### config.mk
export PLATFORM = sky130hd
export DESIGN_NAME = multdiv_ctrl
export DESIGN_NICKNAME = d
export VERILOG_FILES = /design/src/rtl/multdiv_ctrl_pkg.sv /design/src/rtl/multdiv_ctrl_div_radix2.sv /design/src/rtl/multdiv_ctrl.sv
export SDC_FILE = /design/constraint.sdc
export NUM_CORES = 2
export LEC_CHECK = 0
export ABC_AREA = 1
export BUFFER_PORTS_ARGS = -buffer_cell sky130_fd_sc_hd__buf_2
export CAP_MARGIN = 15
export CORE_MARGIN = 5
export CORE_UTILIZATION = 30
export CTS_BUF_LIST = sky130_fd_sc_hd__clkbuf_16
export CTS_CLUSTER_DIAMETER = 50
export DETAILED_ROUTE_END_ITERATION = 8
export MAX_ROUTING_LAYER = met4
export PLACE_DENSITY = 0.49
export SLEW_MARGIN = 25
export SYNTH_ARGS = -nofsm -noshare
export SYNTH_HDL_FRONTEND = slang
export SYNTH_SLANG_ARGS = --single-unit
### constraint.sdc
create_clock -name clk -period 13.6 [get_ports clk]
set_input_delay 2.72 -clock clk [delete_from_list [all_inputs] [get_ports clk]]
set_output_delay 2.72 -clock clk [all_outputs]
set_load 0.01 [all_outputs]
### src/rtl/multdiv_ctrl_pkg.sv
// Shared types for the multiply/divide sequencer, plus the op classifier used by
// both decode and multdiv_ctrl so the two cannot disagree on op semantics.
package multdiv_ctrl_pkg;

   localparam int MD_W = 32;

   typedef enum logic [1:0] {IDLE, MUL, DIV, DONE} md_state_t;
   typedef enum logic [1:0] {MK_MUL, MK_DIV, MK_NONE} md_kind_t;

   typedef enum logic [6:0] {
      OP_NONE  = 7'd0,
      OP_MULT  = 7'd1,
      OP_MULTU = 7'd2,
      OP_DIV   = 7'd3,
      OP_DIVU  = 7'd4,
      OP_MADD  = 7'd5,
      OP_MADDU = 7'd6,
      OP_MSUB  = 7'd7,
      OP_MSUBU = 7'd8,
      OP_MUL   = 7'd9,
      OP_ADD   = 7'd10
   } decoded_op_t;

   typedef struct packed {
      md_kind_t kind;
      logic     sgn;
      logic     acc;
      logic     sub;
      logic     gpr;
   } md_class_t;

   function automatic md_class_t md_classify(input decoded_op_t op);
      md_class_t c;
      c.kind = MK_NONE;
      c.sgn  = 1'b0;
      c.acc  = 1'b0;
      c.sub  = 1'b0;
      c.gpr  = 1'b0;
      case (op)
         OP_MULT:  begin c.kind = MK_MUL; c.sgn = 1'b1; end
         OP_MULTU: begin c.kind = MK_MUL; end
         OP_MADD:  begin c.kind = MK_MUL; c.sgn = 1'b1; c.acc = 1'b1; end
         OP_MADDU: begin c.kind = MK_MUL; c.acc = 1'b1; end
         OP_MSUB:  begin c.kind = MK_MUL; c.sgn = 1'b1; c.acc = 1'b1; c.sub = 1'b1; end
         OP_MSUBU: begin c.kind = MK_MUL; c.acc = 1'b1; c.sub = 1'b1; end
         OP_MUL:   begin c.kind = MK_MUL; c.sgn = 1'b1; c.gpr = 1'b1; end
         OP_DIV:   begin c.kind = MK_DIV; c.sgn = 1'b1; end
         OP_DIVU:  begin c.kind = MK_DIV; end
         default:  ;
      endcase
      return c;
   endfunction

endpackage

### src/rtl/multdiv_ctrl_div_radix2.sv
// Unsigned restoring divider, one quotient bit per cycle; signs and aborts are
// handled by the caller, which drives clr to stop an iteration in progress.
module div_radix2
   import multdiv_ctrl_pkg::*;
#(
   parameter int DIV_ITERS = 32
) (
   input  logic            clk,
   input  logic            resetn,
   input  logic            clr,
   input  logic            start,
   input  logic [MD_W-1:0] dividend,
   input  logic [MD_W-1:0] divisor,
   output logic            done,
   output logic [MD_W-1:0] quotient,
   output logic [MD_W-1:0] remainder
);
   localparam int CW = $clog2(DIV_ITERS + 1);

   logic [CW-1:0]   r_cnt;
   logic            r_run;
   logic [MD_W-1:0] r_quo;
   logic [MD_W-1:0] r_rem;
   logic [MD_W-1:0] r_dvs;
   logic [MD_W:0]   w_shift;
   logic [MD_W:0]   w_trial;

   always_comb begin
      w_shift = {r_rem, r_quo[MD_W-1]};
      w_trial = w_shift - {1'b0, r_dvs};
   end

   // done flags the cycle whose edge performs the final iteration
   assign done      = r_run && (r_cnt == CW'(1));
   assign quotient  = r_quo;
   assign remainder = r_rem;

   always_ff @(posedge clk or negedge resetn) begin
      if (!resetn) begin
         r_run <= 1'b0;
         r_cnt <= '0;
      end else if (clr) begin
         r_run <= 1'b0;
         r_cnt <= '0;
      end else if (start) begin
         r_run <= 1'b1;
         r_cnt <= CW'(DIV_ITERS);
      end else if (r_run) begin
         r_cnt <= r_cnt - CW'(1);
         if (r_cnt == CW'(1)) r_run <= 1'b0;
      end
   end

   always_ff @(posedge clk) begin
      if (start) begin
         r_quo <= dividend;
         r_rem <= '0;
         r_dvs <= divisor;
      end else if (r_run) begin
         r_quo <= {r_quo[MD_W-2:0], ~w_trial[MD_W]};
         r_rem <= w_trial[MD_W] ? w_shift[MD_W-1:0] : w_trial[MD_W-1:0];
      end
   end

endmodule

### src/rtl/multdiv_ctrl.sv
// Multi-cycle MIPS multiply/divide sequencer. Define MULTDIV_EARLY_DIV_EN to let
// divides with |dividend| < |divisor| finish in one cycle.
module multdiv_ctrl
   import multdiv_ctrl_pkg::*;
#(
   parameter int MUL_LAT   = 3,
   parameter int DIV_ITERS = 32
) (
   input  logic        clk,
   input  logic        resetn,
   input  logic        req_valid,
   output logic        req_ready,
   input  decoded_op_t req_op,
   input  logic [31:0] src_a,
   input  logic [31:0] src_b,
   input  logic [63:0] hilo_in,
   input  logic        flush,
   output logic        busy,
   output logic        resp_valid,
   output logic [31:0] resp_hi,
   output logic [31:0] resp_lo,
   output logic        hi_we,
   output logic        lo_we,
   output logic        gpr_we
);
   localparam int MCW = $clog2(MUL_LAT + 1);

   function automatic logic [31:0] f_cneg(input logic [31:0] v, input logic neg);
      return neg ? (32'd0 - v) : v;
   endfunction

   md_state_t          r_state;
   logic [MCW-1:0]     r_mcnt;
   md_class_t          w_cls;
   md_class_t          r_cls;
   logic               w_accept;
   logic               w_div_zero;
   logic               w_div_early;
   logic               w_div_start;
   logic               w_div_done;
   logic [31:0]        w_mag_a;
   logic [31:0]        w_mag_b;
   logic [31:0]        w_quo;
   logic [31:0]        w_rem;
   logic [31:0]        r_a;
   logic               r_b_neg;
   logic [63:0]        r_hilo;
   logic               r_div_zero;
   logic               r_div_early;
   logic signed [63:0] w_a64;
   logic signed [63:0] w_b64;
   logic signed [63:0] w_prod;
   logic signed [63:0] w_acc;
   logic signed [63:0] r_prod_p [MUL_LAT];
   logic [31:0]        w_res_hi;
   logic [31:0]        w_res_lo;

   always_comb begin
      w_cls      = md_classify(req_op);
      w_accept   = req_valid && req_ready && !flush && (r_state == IDLE);
      w_mag_a    = f_cneg(src_a, w_cls.sgn && src_a[31]);
      w_mag_b    = f_cneg(src_b, w_cls.sgn && src_b[31]);
      w_div_zero = (src_b == 32'd0);
`ifdef MULTDIV_EARLY_DIV_EN
      w_div_early = !w_div_zero && (w_mag_a < w_mag_b);
`else
      w_div_early = 1'b0;
`endif
      w_div_start = w_accept && (w_cls.kind == MK_DIV) && !w_div_zero && !w_div_early;
      w_a64       = {{32{w_cls.sgn && src_a[31]}}, src_a};
      w_b64       = {{32{w_cls.sgn && src_b[31]}}, src_b};
      w_prod      = w_a64 * w_b64;
   end

   // Stage p0: product captured at acceptance; later stages only re-time it.
   always_ff @(posedge clk) begin
      if (w_accept) begin
         r_cls       <= w_cls;
         r_a         <= src_a;
         r_b_neg     <= src_b[31];
         r_hilo      <= hilo_in;
         r_div_zero  <= w_div_zero;
         r_div_early <= w_div_early;
      end
      if (w_accept && (w_cls.kind == MK_MUL)) r_prod_p[0] <= w_prod;
      for (int i = 1; i < MUL_LAT; i++) r_prod_p[i] <= r_prod_p[i-1];
   end

   div_radix2 #(.DIV_ITERS(DIV_ITERS)) u_div (
      .clk       (clk),
      .resetn    (resetn),
      .clr       (flush),
      .start     (w_div_start),
      .dividend  (w_mag_a),
      .divisor   (w_mag_b),
      .done      (w_div_done),
      .quotient  (w_quo),
      .remainder (w_rem)
   );

   always_comb begin
      w_acc = r_prod_p[MUL_LAT-1];
      if (r_cls.acc) w_acc = r_cls.sub ? ($signed(r_hilo) - w_acc) : ($signed(r_hilo) + w_acc);
      w_res_hi = w_acc[63:32];
      w_res_lo = w_acc[31:0];
      if (r_cls.kind == MK_DIV) begin
         if (r_div_zero) begin
            w_res_lo = '1;
            w_res_hi = r_a;
         end else if (r_div_early) begin
            w_res_lo = '0;
            w_res_hi = r_a;
         end else begin
            w_res_lo = f_cneg(w_quo, r_cls.sgn && (r_a[31] ^ r_b_neg));
            w_res_hi = f_cneg(w_rem, r_cls.sgn && r_a[31]);
         end
      end
   end

   always_ff @(posedge clk or negedge resetn) begin
      if (!resetn) begin
         r_state    <= IDLE;
         r_mcnt     <= '0;
         req_ready  <= 1'b1;
         busy       <= 1'b0;
         resp_valid <= 1'b0;
         resp_hi    <= '0;
         resp_lo    <= '0;
         hi_we      <= 1'b0;
         lo_we      <= 1'b0;
         gpr_we     <= 1'b0;
      end else begin
         resp_valid <= 1'b0;
         case (r_state)
            IDLE: if (w_accept) begin
               if (w_cls.kind == MK_MUL) begin
                  r_state   <= MUL;
                  r_mcnt    <= MCW'(MUL_LAT - 1);
                  req_ready <= 1'b0;
                  busy      <= 1'b1;
               end else if (w_cls.kind == MK_DIV) begin
                  req_ready <= 1'b0;
                  if (w_div_zero || w_div_early) begin
                     r_state <= DONE;
                  end else begin
                     r_state <= DIV;
                     busy    <= 1'b1;
                  end
               end
            end
            MUL: if (flush) begin
               r_state   <= IDLE;
               req_ready <= 1'b1;
               busy      <= 1'b0;
            end else if (r_mcnt == '0) begin
               r_state <= DONE;
               busy    <= 1'b0;
            end else begin
               r_mcnt <= r_mcnt - MCW'(1);
            end
            DIV: if (flush) begin
               r_state   <= IDLE;
               req_ready <= 1'b1;
               busy      <= 1'b0;
            end else if (w_div_done) begin
               r_state <= DONE;
               busy    <= 1'b0;
            end
            DONE: begin
               r_state   <= IDLE;
               req_ready <= 1'b1;
               busy      <= 1'b0;
               if (!flush) begin
                  resp_valid <= 1'b1;
                  resp_hi    <= w_res_hi;
                  resp_lo    <= w_res_lo;
                  gpr_we     <= r_cls.gpr;
                  hi_we      <= !r_cls.gpr;
                  lo_we      <= !r_cls.gpr;
               end
            end
            default: r_state <= IDLE;
         endcase
      end
   end

endmodule

==> impl_metrics.prom <==
# TYPE chip_impl_metric gauge
chip_impl_info{name="worst_path_max_delay_cell",value="sky130_fd_sc_hd__fa_1"} 1
chip_impl_metric{name="fin_ws",unit="ns"} 2.69
chip_impl_metric{name="cp.arrival",unit="ns"} 11.35
chip_impl_info{name="worst_hold_path_type",value="register to register"} 1
chip_impl_metric{name="post_cts.resized_instances",unit=""} 0
chip_impl_metric{name="area.growth.synth_to_final",unit="%"} 9.58
chip_impl_metric{name="synth-warning-count",unit=""} 0
chip_impl_metric{name="achievable-frequency",unit="MHz"} 91.7
chip_impl_metric{name="min_period_over_period",unit="%"} 80.2
chip_impl_metric{name="nFillCells",unit=""} 24486
chip_impl_metric{name="fin_skew",unit="ns"} 0.0514
chip_impl_info{name="endpoint_kind",value="register"} 1
chip_impl_metric{name="synth.ff_latch_count",unit=""} 472
chip_impl_metric{name="place_hpwl",unit="µm"} 218000
chip_impl_metric{name="cts_buffers",unit=""} 71
chip_impl_metric{name="rows",unit=""} 175
chip_impl_metric{name="syn-instance-count",unit=""} 8919
chip_impl_metric{name="detailedRoute.firstIterationViolations",unit=""} 4266
chip_impl_metric{name="reg2reg_setup_slack",unit="ns"} 8.11
chip_impl_info{name="synth_top_flop_cell",value="sky130_fd_sc_hd__edfxtp_1"} 1
chip_impl_metric{name="max-clock-path-buffers",unit=""} 3
chip_impl_metric{name="post-place-ws",unit="ns"} 1.91
chip_impl_metric{name="setup_tns",unit="ns"} 0
chip_impl_metric{name="cts.reportedPaths.clkPinSlew",unit="ns"} 0.06
chip_impl_metric{name="grt_usage",unit="%"} 22.5
chip_impl_metric{name="post_synth_design_cell_area",unit="mm²"} 0.0686
chip_impl_metric{name="drt-total-wl",unit="µm"} 263000
chip_impl_info{name="synth_common_cells",value="sky130_fd_sc_hd__nand2_1, sky130_fd_sc_hd__inv_1, sky130_fd_sc_hd__fa_1"} 1
chip_impl_info{name="tritoncts_clock_tree",value="done"} 1
chip_impl_metric{name="critical_path.max_stage_delay",unit="ns"} 0.63
chip_impl_info{name="synth.largest_area_cell",value="sky130_fd_sc_hd__fa_1"} 1
chip_impl_metric{name="antenna_viol_nets_final",unit=""} 0
chip_impl_metric{name="die_x",unit="µm"} 488
chip_impl_metric{name="timing.final.crit_period",unit="ns"} 10.91
chip_impl_info{name="library_cell_used_as_clock_root_buffer",value="sky130_fd_sc_hd__clkbuf_16"} 1
chip_impl_metric{name="core_area",unit="mm²"} 0.227
chip_impl_metric{name="die_h",unit="µm"} 488
chip_impl_metric{name="part_of_the_yosys_area_used_for_sequential_elements",unit="%"} 17.8
chip_impl_metric{name="grt_pass1_wl",unit="µm"} 390000
chip_impl_metric{name="global_route_overflow",unit=""} 0
chip_impl_metric{name="drt-vias-per-instance",unit=""} 4.80
chip_impl_metric{name="area_taken_by_multi_input_logic_gates",unit="mm²"} 0.0469
chip_impl_info{name="grt_setup_unrepaired",value="false"} 1
chip_impl_metric{name="slew_headroom",unit="%"} 26.6
chip_impl_metric{name="register_area",unit="mm²"} 0.0122
chip_impl_metric{name="drcViolationCount",unit=""} 0
chip_impl_info{name="start_kind",value="primary input"} 1
chip_impl_metric{name="setup_viol",unit=""} 0
chip_impl_metric{name="worstMarginPinSlew",unit="ns"} 1.10
chip_impl_metric{name="largest_net_degree_at_the_start_of_global_routing",unit=""} 67
chip_impl_metric{name="critical_path.max_fanout",unit=""} 27
chip_impl_metric{name="drv.max_cap_violation_count",unit=""} 0
chip_impl_metric{name="final_nets",unit=""} 10521
chip_impl_metric{name="post-synth-top-area-fraction",unit="%"} 32.9
chip_impl_metric{name="io_buffers",unit=""} 208
chip_impl_metric{name="routed-via-count",unit=""} 57655
chip_impl_metric{name="final-hold-violation-count",unit=""} 0
chip_impl_metric{name="final_max_slew_viol_count",unit=""} 0
chip_impl_metric{name="routabilityCongestion",unit=""} 0.990
chip_impl_metric{name="number_of_hold_buffers_added_after_cts",unit=""} 0
chip_impl_metric{name="asr_flop_ratio_synth",unit="%"} 16.9
chip_impl_metric{name="design.die.area",unit="mm²"} 0.238
chip_impl_metric{name="critPathRequiredTime",unit="ns"} 14.04
chip_impl_metric{name="ctsHtreeMaxLevel",unit=""} 3
chip_impl_info{name="setup.worst_path.class",value="primary input to register"} 1
chip_impl_info{name="ys_top_cells_by_area",value="sky130_fd_sc_hd__fa_1, sky130_fd_sc_hd__nand2_1, sky130_fd_sc_hd__inv_1"} 1
chip_impl_metric{name="cts_setup_buffers",unit=""} 0
chip_impl_metric{name="synthesis.area_per_instance",unit="µm²"} 7.69
chip_impl_metric{name="wire_per_inst",unit="µm"} 21.9
chip_impl_info{name="crit_top_cell",value="sky130_fd_sc_hd__fa_1"} 1
chip_impl_metric{name="synth_enable_flop_cells",unit=""} 232
chip_impl_metric{name="drt_first_pass_iters",unit=""} 6
chip_impl_info{name="synthMostInstantiatedCell",value="sky130_fd_sc_hd__nand2_1"} 1
chip_impl_metric{name="clock_insertion_delay_worst_skew",unit="ns"} 0.69
chip_impl_metric{name="antenna_found_initial",unit=""} 20
chip_impl_metric{name="final_layout_size_suffix_gt1_share",unit="%"} 5.08
chip_impl_metric{name="cts.sinks",unit=""} 472
chip_impl_metric{name="initial_core_util",unit="%"} 30.1
chip_impl_metric{name="final_core_util",unit="%"} 33.0
chip_impl_info{name="outcome",value="finished, final reports clean"} 1
chip_impl_metric{name="vias_in_the_first_global_route",unit=""} 59301
chip_impl_metric{name="mappedNetlistNets",unit=""} 10505
chip_impl_metric{name="ioPinCount",unit=""} 209
chip_impl_metric{name="synth_cell_types",unit=""} 57
final timing paths:
path,endpoint,start,cells past startpoint
setup / recovery,r_prod_p[0][44],req_op[5],31
setup reg to reg,resp_hi[15],r_prod_p[0][128],22
hold / removal,r_prod_p[0][191],r_prod_p[0][127],0
min in group asynchronous,resp_hi[25],resetn,1
hold reg to reg,r_prod_p[0][191],r_prod_p[0][127],0
max in group asynchronous,resp_hi[4],resetn,2
cells by family (layout without fill, tap and decap cells):
group,count (synthesis),after routing,share of synthesized area (%)
compound gates,762,762,6.04
xor+xnor,248,248,3.17
fa+ha+maj,1447,1447,38.8
buf+inv,2504,2578,13.8
flops,472,472,17.8
other cells,0,7,0
simple gates,3486,3486,20.5
placed cells by master, fill, tap and decap left out, drive strengths merged, types with 10 or more instances in the layout:
master,count
nand2,2276
inv,2180
fa,1127
nor2,689
a21oi,358
nand3,325
ha,320
buf,295
o21ai,257
edfxtp,232
xor2,193
dfxtp,160
nor3,83
dfrtp,79
clkbuf,74
nand4,64
xnor2,55
a31oi,38
o21bai,36
nor4,24
clkinv,22
o211ai,19
a21o,14
a21boi,10
cell type report:
class | instances | share of cell area, %
Multi-Input combinational cell | 5943 | 62.5
Sequential cell | 472 | 16.2
Inverter | 2152 | 10.8
Tap cell | 3009 | 5.01
Clock buffer | 74 | 2.47
Timing Repair Buffer | 295 | 2.28
Clock inverter | 57 | 0.780
Antenna cell | 7 | 0.0233
worst max-delay path, delay by kind of cell:
family	cells	cell delay, ns
xor+xnor	1	0.06
simple gates	13	2.61
buf+inv	8	1.25
fa+ha+maj	9	4.64
through the flow:
stage	instance area [µm²]	instances	hold slack, ns
detailed placement	72700	11871	0.312
global route	75100	12008	0.313
global placement	72600	11870	0.312
floorplan	68600	8919	0.310
finish	75100	12009	0.314
CTS	75100	12002	0.307
flip-flops by register name, indices dropped and copies added, names as in the netlist, 2 cells and up:
register / count
r_a: 32
r_cls: 6
r_hilo: 64
r_mcnt: 2
r_prod_p: 192
r_state: 2
resp_hi: 32
resp_lo: 32
u_div.quotient: 32
u_div.r_cnt: 6
u_div.r_dvs: 32
u_div.remainder: 32
metal layers:
| metal | track usage (%) | vias up | share of wire (%) |
|---|---|---|---|
| met5 | - | - | 0 |
| met2 | 36.6 | 1748 | 47 |
| met3 | 2.40 | 281 | 5.5 |
| li1 | - | 26544 | - |
| met4 | 5.47 | 0 | 2.6 |
| met1 | 30.3 | 29082 | 45 |
Power is left out: the tool's default activity adds up to more than one toggle a clock period on the data nets, which glitch-free logic cannot reach.
